--- config.mk ---
export PLATFORM = sky130hd
export DESIGN_NAME = signed_sequential_divider
export DESIGN_NICKNAME = d
export VERILOG_FILES = /design/src/rtl/signed_sequential_divider.sv
export SDC_FILE = /design/constraint.sdc
export NUM_CORES = 1
export LEC_CHECK = 0
export ABC_AREA = 1
export CAP_MARGIN = 25
export CELL_PAD_IN_SITES_DETAIL_PLACEMENT = 0
export CELL_PAD_IN_SITES_GLOBAL_PLACEMENT = 1
export CORE_AREA = 2 2 186 188
export DETAILED_ROUTE_END_ITERATION = 10
export DIE_AREA = 0 0 188 190
export PLACE_DENSITY_LB_ADDON = 0.1
export SYNTH_ARGS = -nofsm -noshare
export SYNTH_HDL_FRONTEND = slang
export SYNTH_SLANG_ARGS = --single-unit
--- constraint.sdc ---
create_clock -name clk -period 6.68 [get_ports clk]
set_input_delay 1.336 -clock clk [delete_from_list [all_inputs] [get_ports clk]]
set_output_delay 1.336 -clock clk [all_outputs]
set_load 0.01 [all_outputs]
--- src/rtl/signed_sequential_divider.sv ---
// Multi-cycle signed integer divider: restoring division on operand magnitudes,
// one quotient bit per clock, followed by a single sign-correction cycle.
module signed_sequential_divider #(
    parameter int N = 32
) (
    input  logic                clk,
    input  logic                rst,
    input  logic                Start,
    input  logic signed [N-1:0] Dividend,
    input  logic signed [N-1:0] Divisor,
    output logic                Busy,
    output logic                Done,
    output logic signed [N-1:0] Quotient,
    output logic signed [N-1:0] Remainder,
    output logic                DivByZero
);

    localparam int CW = $clog2(N + 1);

    typedef enum logic [1:0] {IDLE, CALC, FIX} state_t;

    state_t        state, state_nxt;
    logic [CW-1:0] cnt;
    logic [N-1:0]  prem;
    logic [N-1:0]  dd_mag;
    logic [N-1:0]  dv_mag;
    logic          qneg;
    logic          rneg;
    logic          dz;
    logic [N:0]    shifted;
    logic [N:0]    trial;

    // Magnitude as an unsigned N-bit value; the most-negative input maps to 2^(N-1).
    function automatic logic [N-1:0] mag(input logic signed [N-1:0] x);
        logic [N-1:0] u;
        u = x;
        return x[N-1] ? -u : u;
    endfunction

    function automatic logic signed [N-1:0] apply_sign(input logic [N-1:0] m, input logic neg);
        logic [N-1:0] r;
        r = neg ? -m : m;
        return signed'(r);
    endfunction

    // Partial remainder is kept below the divisor, so the shifted value fits in N+1 bits.
    always_comb begin
        shifted = {1'b0, prem, dd_mag[N-1]} >> 0;
        shifted = {prem, dd_mag[N-1]};
        trial   = shifted - {1'b0, dv_mag};
    end

    always_ff @(posedge clk or posedge rst) begin
        if (rst) state <= IDLE;
        else     state <= state_nxt;
    end

    always_comb begin
        state_nxt = state;
        Busy      = 1'b0;
        case (state)
            IDLE: begin
                if (Start) state_nxt = (Divisor == '0) ? FIX : CALC;
            end
            CALC: begin
                Busy = 1'b1;
                if (cnt == CW'(1)) state_nxt = FIX;
            end
            FIX: begin
                Busy      = 1'b1;
                state_nxt = IDLE;
            end
            default: state_nxt = IDLE;
        endcase
    end

    always_ff @(posedge clk or posedge rst) begin
        if (rst) begin
            cnt       <= '0;
            prem      <= '0;
            dd_mag    <= '0;
            dv_mag    <= '0;
            qneg      <= 1'b0;
            rneg      <= 1'b0;
            dz        <= 1'b0;
            Done      <= 1'b0;
            Quotient  <= '0;
            Remainder <= '0;
            DivByZero <= 1'b0;
        end else begin
            Done <= 1'b0;
            case (state)
                IDLE: begin
                    if (Start) begin
                        qneg <= Dividend[N-1] ^ Divisor[N-1];
                        rneg <= Dividend[N-1];
                        prem <= '0;
                        cnt  <= CW'(N);
                        if (Divisor == '0) begin
                            // Raw dividend is parked here to become the remainder.
                            dz     <= 1'b1;
                            dd_mag <= Dividend;
                            dv_mag <= '0;
                        end else begin
                            dz     <= 1'b0;
                            dd_mag <= mag(Dividend);
                            dv_mag <= mag(Divisor);
                        end
                    end
                end
                CALC: begin
                    if (!trial[N]) begin
                        prem   <= trial[N-1:0];
                        dd_mag <= {dd_mag[N-2:0], 1'b1};
                    end else begin
                        prem   <= shifted[N-1:0];
                        dd_mag <= {dd_mag[N-2:0], 1'b0};
                    end
                    cnt <= cnt - CW'(1);
                end
                FIX: begin
                    Done      <= 1'b1;
                    DivByZero <= dz;
                    if (dz) begin
                        Quotient  <= '1;
                        Remainder <= signed'(dd_mag);
                    end else begin
                        Quotient  <= apply_sign(dd_mag, qneg);
                        Remainder <= apply_sign(prem, rneg);
                    end
                end
                default: ;
            endcase
        end
    end

endmodule

==> results of run 1 <==
==> through the flow <==
| step | area (sq um) | util [%] |
|---|---|---|
| detailed placement | 15480 | 45.59 |
| global placement | 15400 | 45.37 |
| CTS | 16050 | 47.29 |
| floorplan | 13680 | - |
| global route | 16050 | 47.29 |
| finish | 16050 | 47.29 |
==> cell usage after synthesis, drive strengths merged, types with 37 or more instances <==
cell type | n | area, sq um
o22ai | 45 | 281.5
nand2 | 642 | 2455
inv | 369 | 1388
clkbuf | 40 | 150.1
nand3 | 245 | 1256
o21ai | 99 | 495.5
dfrtp | 173 | 4329
xor2 | 37 | 324.1
a21oi | 63 | 330.3
ha | 41 | 513.0
nor2 | 220 | 868.3
==> layer usage <==
metal | share of wire [%] | GRT usage (%)
met1 | 49 | 40.28
met2 | 42 | 41.02
met3 | 6.0 | 4.464
met4 | 2.3 | 8.298
met5 | 0.027 | 0
==> tightest hold or removal path, stage by stage, from the launching register on <==
cell and delay, ns:
dfrtp_1 0.35, nand2_1 0.05, nand2_1 0.05
==> area by class of cell <==
type,instances,share of cell area [%]
inverters,371,8.721
clock inverters,10,0.7248
well taps,455,3.546
multi-input cells,1548,47.87
clock buffers,21,2.868
flip-flops and latches,173,26.97
repair buffers,146,9.306
==> power by group <==
| group | leakage [uW] | switching (uW) | internal, uW |
|---|---|---|---|
| sequential | 0.00212 | 458 | 1500 |
| clock | 0.000279 | 442 | 568 |
| combinational | 0.00579 | 3240 | 1730 |
| total | 0.00819 | 4140 | 3800 |
==> flip-flops by register name (all words and copies together) (netlist names) <==
| register | count |
|---|---|
| rneg | 1 |
| prem | 32 |
| dz | 1 |
| Remainder | 32 |
| cnt | 6 |
| Quotient | 32 |
| qneg | 1 |
| Done | 1 |
| state | 2 |
| DivByZero | 1 |
| dd_mag | 32 |
| dv_mag | 32 |
==> cell families (layout without fill, tap and decap cells) <==
| logic type | count (synthesis) | in the layout |
|---|---|---|
| simple gates | 1173 | 1173 |
| buf+inv | 434 | 548 |
| compound gates | 278 | 278 |
| flops | 173 | 173 |
| xor+xnor | 54 | 54 |
| fa+ha+maj | 42 | 42 |
| mux | 1 | 1 |
==> path summary, 6_finish.rpt <==
path,from,to,depth (start not counted)
min in group asynchronous,rst,dd_mag[9],3
min,DivByZero,DivByZero,2
min reg2reg,DivByZero,DivByZero,2
max,Dividend[0],dd_mag[26],15
max reg2reg,dd_mag[31],prem[19],17
max in group asynchronous,rst,dd_mag[23],3
==> results.cfg, run 1 <==
[setup_path]
critPathCaptureType = register
critPathKind = input pin to register
crit_path_frequent_cell = nand2_1
required_ns = 7.06
crit_path_top_delay_cell = clkdlybuf4s50_1
max_stage_delay_ns = 0.47
crit_buf_inv = 3
reg2reg_slack_ns = 3.68
cp_top_family = simple AND/OR/NAND/NOR gates
cp.arrival_ns = 3.71
start_kind = input pin
path_cells = clkdlybuf4s50_1 -> inv_1 -> ha_1 -> inv_1 -> nor3_2 -> nand2_1 -> nor2_4 -> nand2_1 -> nor2_1 -> nand2_1 -> nor2_1 -> nor2_1 -> nand2_1 -> nand3_1 -> nand2_1
cp_max_fo = 7

[timing]
finalCriticalPeriod_ns = 3.328
grt_setup_unrepaired = false
finalSetupTns_ns = 0
hold_viol_final = 0
finalCritPeriodShare_pct = 49.83
setup_viol = 0
slew_headroom_pct = 26.82
clock_skew_ns = 0.01404
drv_slew = 0
finalWorstSetupSlack_ns = 3.352
max_freq_ghz = 0.3004
tightest_slew_ns = 1.098
whs_ns = 0.4777

[detailed_routing]
wl_microns = 48670
viasPerCell = 5.196
vias = 14154
drt.antenna.violating_nets = 0
drc = 0
routedWlPerCell_microns = 17.87
drt-pass1-iter-count = 5
drtIter0Drc = 1230

[logic_synthesis]
ys_seq_elements = 173
netlist_instances = 2155
synth.yosys.seq_area_share_pct = 31.64
synthArstFlopShare_pct = 100.0
yosys.area_share.simple_pct = 36.59
synth.distinct_cells = 49
synth.cell_area_sq_mm = 0.01368
syn_nets = 2264
synthFlopType = dfrtp_1
synth_compound_area_share_pct = 12.03
synth_edf_count = 0
yosysWarnings = 0
postSynthAreaPerCell_sq_um = 6.348
synthMuxAreaShare_pct = 0.07317
synthXorXnorAreaFrac_pct = 3.457
synth_top_family_by_area = simple AND/OR/NAND/NOR gates
synth_adder_area_share_pct = 3.896

[die]
start_util_pct = 40.30
die-height_microns = 190
rows = 68
io_pins = 134
die_w_microns = 188
core_area_sq_mm = 0.03395
dieArea_sq_mm = 0.03572

[layout]
final_cells = 2724
layout.nets = 2366
drive_gt1_share_pct = 3.922
seq_area_sq_mm = 0.004329
num_antenna_cells = 0
final_common_cell = nand2_1
final_cell_mix = 632 x nand2_1, 361 x inv_1, 242 x nand3_1
area_growth_pct = 17.35
multi_input_comb_area_sq_mm = 0.007685
nFillCells = 3619

[clocking]
cts_buffer_depth = 2
clkTransAtPathRegs_ns = 0.07
cts_tree = yes
cts.sinks = 173
cts-buffers-inserted = 17
cts-root-buf = clkbuf_16
cts-resized-gates = 0
cts_hold_buffers = 0
postCtsSetupBuffers = 0
clk_latency_ns = 0.45
htree_num_levels = 4

[run]
cap_violations = 0

[min_path]
hp-class = register to register

[placed_design]
portBuffers = 133
place_inst = 2693
dp_slack_ns = 2.959
gp_congestion = 0.9063
dp_hpwl_microns = 38130

[global_route]
grt-ovfl-total = 0
grt_pass1_vias = 13198
grt_use_total_pct = 27.40
grt_pass1_wl_microns = 75350
grt_max_degree = 174
antenna_found_initial = 1

[outcome]
status = completed

[power]
finalPower_uw = 7943
p_leak_uw = 0.008187
power_density_mw_per_mm2 = 494.8
irDropWorstVdd_mv = 0.2305
No activity file was read; power rests on OpenSTA's default activity.
==> run 2: changes to the inputs <==
--- a/config.mk
+++ b/config.mk
@@ -9,9 +9,9 @@
 export CAP_MARGIN = 25
 export CELL_PAD_IN_SITES_DETAIL_PLACEMENT = 0
 export CELL_PAD_IN_SITES_GLOBAL_PLACEMENT = 1
-export CORE_AREA = 2 2 186 188
+export CORE_AREA = 2 2 196 198
 export DETAILED_ROUTE_END_ITERATION = 10
-export DIE_AREA = 0 0 188 190
+export DIE_AREA = 0 0 198 200
 export PLACE_DENSITY_LB_ADDON = 0.1
 export SYNTH_ARGS = -nofsm -noshare
 export SYNTH_HDL_FRONTEND = slang
==> constraint.sdc (replaced) <==
create_clock -name clk -period 2.9 [get_ports clk]
set_input_delay 0.58 -clock clk [delete_from_list [all_inputs] [get_ports clk]]
set_output_delay 0.58 -clock clk [all_outputs]
set_load 0.01 [all_outputs]
==> results.cfg, run 2 (same netlist as run 1, synthesis figures left out) <==
[detailed_routing]
viasPerCell = 5.044
wl_microns = 51220
drt.antenna.violating_nets = 0
drtIter0Drc = 1166
vias = 14223
routedWlPerCell_microns = 18.16
drc = 0
drt-pass1-iter-count = 6

[die]
start_util_pct = 36.58
die_w_microns = 198
io_pins = 134
dieArea_sq_mm = 0.03960
die-height_microns = 200
core_area_sq_mm = 0.03740
rows = 71

[min_path]
whs_path_depth = 2
hp-class = register to register
min_from = DivByZero

[layout]
design_area_sq_mm = 0.01645
drive_gt1_share_pct = 5.717
layout.nets = 2405
area_growth_pct = 20.25
final_common_cell = nand2_1
num_antenna_cells = 0
final_cell_mix = 632 x nand2_1, 361 x inv_1, 242 x nand3_1
final_util_pct = 43.99

[placed_design]
placed_area_sq_mm = 0.01583
dp_hpwl_microns = 41390
portBuffers = 133
gp_congestion = 0.9345

[global_route]
use_met1_pct = 39.93
grt-ovfl-total = 0
grt_use_met3_pct = 3.864
met2_usage_pct = 39.01
grt_pass1_vias = 13253
grt_pass1_wl_microns = 78240
antenna_found_initial = 0
grt_max_degree = 42
top_usage_layer = met1
grt_use_total_pct = 26.32

[clocking]
cts-root-buf = clkbuf_16
clk_latency_ns = 0.46
cts_buffer_depth = 2
cts.sinks = 173
cts_tree = yes
clkTransAtPathRegs_ns = 0.07
cts-buffers-inserted = 17
htree_num_levels = 4
cts_hold_buffers = 0

[setup_path]
reg2reg_depth = 17
worstSetupStartpoint = dd_mag[31]
cp_max_fo = 24
start_kind = register
critPathKind = register to register
critPathCaptureType = register
r2r-start = dd_mag[31]
required_ns = 3.29
cp.arrival_ns = 3.04

[timing]
max_freq_ghz = 0.3765
slew_headroom_pct = 42.10
grt_setup_unrepaired = false
finalSetupTns_ns = 0
finalCritPeriodShare_pct = 91.60
clock_skew_ns = 0.01732
drv_slew = 0
setup_viol = 0
finalCriticalPeriod_ns = 2.656
hold_viol_final = 0
tightest_slew_ns = 0.8675

[power]
p_int_uw = 8835
finalPower_uw = 18700
seqPwrFrac_pct = 24.6
p_comb_share_pct = 62.9
irDropWorstVdd_mv = 0.3974
p_sw_share_pct = 52.76
p_leak_uw = 0.008381
power.switching_uw = 9869
power.share.clock_pct = 12.5
power_density_mw_per_mm2 = 1137

[outcome]
status = completed

[run]
cap_violations = 0
## run 2: timing repair
item	CTS	global route
hold endpoints to repair	0	0
setup buffers	0	3
endpoints found under the setup margin	0	22
resized for setup	0	3
## run 2: per-stage QoR
stage                     hold WS (ns)  setup slack, ns  cells
after floorplan                 0.4491           0.1093   2155
after global placement          0.4553           0.1143   2785
after detailed placement        0.4595           0.1361   2785
after CTS                       0.4776           0.1979   2817
after global routing            0.5181          0.03216   2820
final                           0.4697           0.2437   2820
## run 2: worst max-delay path, cell delays in order (launching register included)
cell and delay, ns:
dfrtp_2 0.42, inv_1 0.10, ha_1 0.25, fa_1 0.41, inv_1 0.11, nand2_1 0.06
nand2_1 0.07, nand3_1 0.07, nand2_1 0.12, nand2_1 0.07, nand2_2 0.09, nand2_2 0.10
nand2_2 0.11, nand2_4 0.08, buf_4 0.23, nand3_1 0.11, nand3_1 0.10, nand2_1 0.08
## run 2: power by group through the flow
stage / logic, uW / registers (uW) / clock network (uW)
after floorplan: 7600 / 4250 / 0
after global placement: 11500 / 4610 / 0
after detailed placement: 11600 / 4610 / 0
after CTS: 11600 / 4580 / 2380
after global routing: 13200 / 4690 / 2470
final: 11800 / 4610 / 2330
## run 2: cell type report
cell class	instances	area [sq um]
clock inverters	14	135.1
multi-input cells	1548	7699
fillers	4056	20950
repair buffers	185	1809
flip-flops and latches	173	4330
inverters	371	1399
well taps	511	639.4
clock buffers	18	439.2
## run 2: final timing paths
| kind | slack [ns] | end |
|---|---|---|
| max in group asynchronous | 1.48 | dd_mag[6] |
| min in group asynchronous | 0.55 | Remainder[17] |
| min | 0.47 | DivByZero |
| max | 0.24 | prem[27] |
| min reg2reg | 0.47 | DivByZero |
| max reg2reg | 0.24 | prem[27] |
## run 2: per-layer routing
layer  vias to the layer above  wire [microns]
met1                      6592           25690
met2                       430           21480
met4                         0             877
li1                       7160               -
met5                         -               0
met3                        41            3166
